==> config.mk <==
export PLATFORM = sky130hd
export DESIGN_NAME = sparse_weight_encoder
export DESIGN_NICKNAME = d
export VERILOG_FILES = /design/src/rtl/sparse_pkg.sv /design/src/rtl/sparse_group_enc.sv /design/src/rtl/sparse_weight_encoder.sv
export SDC_FILE = /design/constraint.sdc
export NUM_CORES = 1
export LEC_CHECK = 0
export ABC_AREA = 1
export CORE_UTILIZATION = 25
export CTS_BUF_LIST = sky130_fd_sc_hd__clkbuf_4 sky130_fd_sc_hd__clkbuf_8
export DETAILED_ROUTE_END_ITERATION = 10
export PLACE_DENSITY = 0.53
export SYNTH_ARGS = -nofsm -noshare
export SYNTH_HDL_FRONTEND = slang
export SYNTH_HIERARCHICAL = 1
export SYNTH_SLANG_ARGS = --single-unit
==> constraint.sdc <==
create_clock -name clk -period 3.9 [get_ports clk]
set_clock_uncertainty 0.15 [all_clocks]
set_input_delay 0.585 -clock clk [delete_from_list [all_inputs] [get_ports clk]]
set_output_delay 0.585 -clock clk [all_outputs]
set_load 0.01 [all_outputs]
==> src/rtl/sparse_pkg.sv <==
// Shared types for the 2:4 structured-sparsity weight path feeding sparse_core.
package sparse_pkg;

  localparam int PE_ROWS = 4;

  typedef logic signed [7:0] weight_t;
  typedef weight_t [0:3] dense_group_t;

  typedef struct packed {
    logic signed [7:0] val0;
    logic signed [7:0] val1;
    logic [1:0]        idx0;
    logic [1:0]        idx1;
  } sparse_packet_t;

endpackage

==> src/rtl/sparse_group_enc.sv <==
// Combinational 2:4 pruner: keeps the two largest-magnitude weights of a group.
module sparse_group_enc
  import sparse_pkg::*;
(
  input  dense_group_t   group,
  output sparse_packet_t pkt,
  output logic           lossy
);

  logic [8:0] mag [4];
  logic [2:0] rank [4];
  logic [3:0] keep;
  logic [3:0] nz;
  logic [1:0] idx0;
  logic [1:0] idx1;

  // A weight's rank is how many others beat it; equal magnitudes favour the lower index.
  always_comb begin
    for (int k = 0; k < 4; k++) begin
      mag[k] = group[k][7] ? (~{group[k][7], group[k]} + 9'd1) : {1'b0, group[k]};
      nz[k]  = |group[k];
    end
    for (int k = 0; k < 4; k++) begin
      rank[k] = 3'd0;
      for (int j = 0; j < 4; j++) begin
        if (j != k && (mag[j] > mag[k] || (mag[j] == mag[k] && j < k)))
          rank[k] = rank[k] + 3'd1;
      end
      keep[k] = (rank[k] < 3'd2);
    end
  end

  always_comb begin
    idx0 = keep[0] ? 2'd0 : (keep[1] ? 2'd1 : 2'd2);
    idx1 = keep[3] ? 2'd3 : (keep[2] ? 2'd2 : 2'd1);
    pkt.idx0 = idx0;
    pkt.idx1 = idx1;
    pkt.val0 = group[idx0];
    pkt.val1 = group[idx1];
    lossy    = |(~keep & nz);
  end

endmodule

==> src/rtl/sparse_weight_encoder.sv <==
// Streaming 2:4 encoder with a two-bank ping-pong buffer of 4-row issues.
module sparse_weight_encoder
  import sparse_pkg::*;
#(
  parameter int ROWS  = PE_ROWS,
  parameter int CNT_W = 16
) (
  input  logic                        clk,
  input  logic                        rst_n,
  input  logic                        in_valid,
  output logic                        in_ready,
  input  dense_group_t                in_group,
  output logic                        out_valid,
  input  logic                        out_ready,
  output sparse_packet_t [0:ROWS-1]   w_rows,
  output logic [CNT_W-1:0]            lossy_cnt
);

  localparam logic [1:0] BANK_EMPTY   = 2'd0;
  localparam logic [1:0] BANK_FILLING = 2'd1;
  localparam logic [1:0] BANK_FULL    = 2'd2;
  localparam logic [1:0] LAST_ROW     = 2'(ROWS - 1);

  sparse_packet_t [0:ROWS-1] bank [2];
  logic [1:0]                state [2];
  logic                      wr_bank;
  logic                      rd_bank;
  logic [1:0]                row_cnt;

  sparse_packet_t enc_pkt;
  logic           enc_lossy;
  logic           accept;
  logic           issue;

  sparse_group_enc u_enc (
    .group (in_group),
    .pkt   (enc_pkt),
    .lossy (enc_lossy)
  );

  // Handshake flags depend only on registered bank state.
  assign in_ready  = (state[wr_bank] != BANK_FULL);
  assign out_valid = (state[rd_bank] == BANK_FULL);
  assign accept    = in_valid && in_ready;
  assign issue     = out_valid && out_ready;
  assign w_rows    = bank[rd_bank];

  always_ff @(posedge clk) begin
    if (!rst_n) begin
      for (int b = 0; b < 2; b++) begin
        state[b] <= BANK_EMPTY;
        bank[b]  <= '0;
      end
      wr_bank   <= 1'b0;
      rd_bank   <= 1'b0;
      row_cnt   <= 2'd0;
      lossy_cnt <= '0;
    end else begin
      // Issue and accept never target the same bank in one cycle.
      if (issue) begin
        state[rd_bank] <= BANK_EMPTY;
        rd_bank        <= ~rd_bank;
      end
      if (accept) begin
        bank[wr_bank][row_cnt] <= enc_pkt;
        if (row_cnt == LAST_ROW) begin
          state[wr_bank] <= BANK_FULL;
          wr_bank        <= ~wr_bank;
          row_cnt        <= 2'd0;
        end else begin
          state[wr_bank] <= BANK_FILLING;
          row_cnt        <= row_cnt + 2'd1;
        end
        if (enc_lossy && lossy_cnt != {CNT_W{1'b1}})
          lossy_cnt <= lossy_cnt + 1'b1;
      end
    end
  end

endmodule

==> metrics <==
outcome finished, final reports clean; first-pass GRT wire length 49660 um; Finish-stage setup viols 0; Slew Limit Fails 0; Synth Cell Area 10710 sq um; Max H-tree Level 4; Worst-Margin Slew 0.6784 ns; CTS clk-pin slew, worst paths 0.10 ns; ant diodes 0; vias per cell 4.465; root buf cell clkbuf_8; Setup TNS Final 0 ns; width of the die 209.0 um; via count 8818; I/O Buffers 133; Hold Path Class flop to flop; Power Total 5.674 mW; area delta synth->final 40.96%; IO Pins 134; DRT iter0 DRCs 497; worst skew pair latency 0.47 ns; Layout Nets 1524; Critical Path RT 3.96 ns; buffers from clock root to sink, at most 2; Pleak 6.422 nW; CTS tree built; fmax 260.4 MHz; fin crit period 3.840 ns; relative slew slack 54.66%; Critical Path AT 3.90 ns; vias in the first global route 8611; global route overflow 0; number of synthesized flops with an enable pin 164; HPWL Detailed 23810 um; remaining antenna violation count 0; # clock sinks 186; initial core utilization 25.43%; wire per inst 16.50 um; core area 42130 sq um; Max Cap Viol 0; pre-CTS WS -1.131 ns; worst setup margin 0.06042 ns; flops & latches, synth 186; final WL 32580 um; RePlAce Congestion 0.8203; yosys warns 6; slowest CP cell ha_4; dominant synthesized flop cell edfxtp_1; Worst Setup Path Type input pin to flop; asr flop ratio synth 0%; post-route cell area 15100 sq um; all-layer global routing usage 15.02%; synth unique cells 45; CP peak stage delay 0.29 ns; Post-CTS Hold Buffers 0; DR DRC count 0; floorplan row count 75; Hold Slack 0.3844 ns; Die H 209.0 um; crit start category input pin; sequential cell area fraction in the yosys report 50.08%; CP most frequent cell buf_4; largest net degree at the start of global routing 44; initial antenna violation count 1; cts bufs inserted 17; router iterations before antenna repair 4; Cell Area, Placed 14060 sq um; Mapped Cells 1111; syn avg cell area 9.642 sq um; crit-path max FO 9; Total Die Area 43680 sq um; Hold Vio Cnt, Final 0; Crit. End Element flop; VDD IR max 0.1964 mV; period utilisation layout 98.45%; share of layout cells above drive strength 1 32.59%; power per cell area 375.7 nW/um^2
-- where the power goes --
group	switching [mW]	internal [mW]	total [mW]	leakage, nW
logic	1.09	1.00	2.09	4.35
clock network	0.790	0.480	1.27	0.193
registers	0.0488	2.26	2.31	1.88
total	1.93	3.74	5.67	6.42
-- timing repair --
item                       in CTS  in global routing
pin swaps                      26                 46
setup endpoints to repair     176                176
gates resized for setup        78                102
setup buffers                  19                  8
cloned                          0                  1
-- path summary, 6_finish.rpt --
path,from,to,slack (ns),cells past startpoint
max,in_group[3],bank[1][18],0.06,29
min reg2reg,row_cnt[1],row_cnt[1],0.38,2
max reg2reg,state[1][1],bank[0][78],1.54,6
min,row_cnt[1],row_cnt[1],0.38,2
-- critical path, delay by kind of cell --
family / cells / cell delay (ns)
AOI/OAI and AO/OA: 1 / 0.22
xor gates and xnor gates: 1 / 0.22
adders and majority gates: 1 / 0.29
buffers and inverters: 12 / 1.31
and+or+nand+nor: 14 / 1.27
-- kinds of logic (layout without fill, tap and decap cells) --
| group | count (synthesis) | count (layout) | synth area share, % |
|---|---|---|---|
| and+or+nand+nor | 517 | 518 | 21.57 |
| DFF | 186 | 186 | 50.08 |
| buffers and inverters | 160 | 474 | 6.260 |
| AOI/OAI and AO/OA | 81 | 81 | 4.380 |
| muxes | 80 | 80 | 8.409 |
| adders and majority gates | 65 | 65 | 7.592 |
| xor gates and xnor gates | 20 | 20 | 1.635 |
| other | 2 | 12 | 0.07010 |
-- state kept, by name, summed over array words and instances, names as in the netlist, named ones only --
register and flops:
lossy_cnt 16, wr_bank 1, rd_bank 1, row_cnt 2, state 4, bank 160
-- metrics by stage --
stage	std cells	util [%]
2_1_floorplan	1121	-
3_3_place_gp	1915	33.36
3_5_place_dp	1915	33.36
4_1_cts	1966	35.13
5_1_grt	1975	35.84
6_report	1975	35.84
-- area by class of cell --
| class | count | area (sq um) |
|---|---|---|
| tap | 539 | 674.4 |
| sequential | 186 | 5369 |
| inverter | 122 | 471.7 |
| clock inverter | 15 | 155.1 |
| fill | 4267 | 27030 |
| timing repair buffer | 320 | 3002 |
| clock buffer | 17 | 234.0 |
| multi-input combinational | 776 | 5195 |
-- Yosys cell counts, types with 15 or more instances --
master | instances | area [sq um]
ha_1 | 65 | 813.3
buf_2 | 26 | 130.1
o21ai_0 | 27 | 135.1
nand3_1 | 78 | 390.4
inv_1 | 116 | 435.4
nand4_1 | 15 | 93.84
mux2_2 | 80 | 900.9
nand2_1 | 154 | 578.1
dfxtp_1 | 22 | 440.4
nand2_2 | 20 | 125.1
a21oi_1 | 32 | 160.2
nor2_1 | 208 | 780.8
edfxtp_1 | 164 | 4925
-- layer usage --
layer / GRT usage, % / routed length [um] / up-vias
met1: 20.43 / 15000 / 4229
met5: 0 / 13 / -
li1: - / - / 4359
met3: 2.961 / 1654 / 27
met4: 3.702 / 507 / 2
met2: 24.36 / 15410 / 201
-- cells in the final DEF (no fill, tap or decap), drive strengths merged, types with 15 or more instances in the layout --
| cell | count |
|---|---|
| nor2 | 221 |
| buf | 188 |
| nand2 | 179 |
| edfxtp | 164 |
| inv | 129 |
| clkdlybuf4s50 | 109 |
| nand3 | 84 |
| mux2 | 80 |
| ha | 65 |
| a21oi | 34 |
| o21ai | 29 |
| clkbuf | 29 |
| dfxtp | 22 |
| nand4 | 15 |
Power figures use the tool's default switching activity.
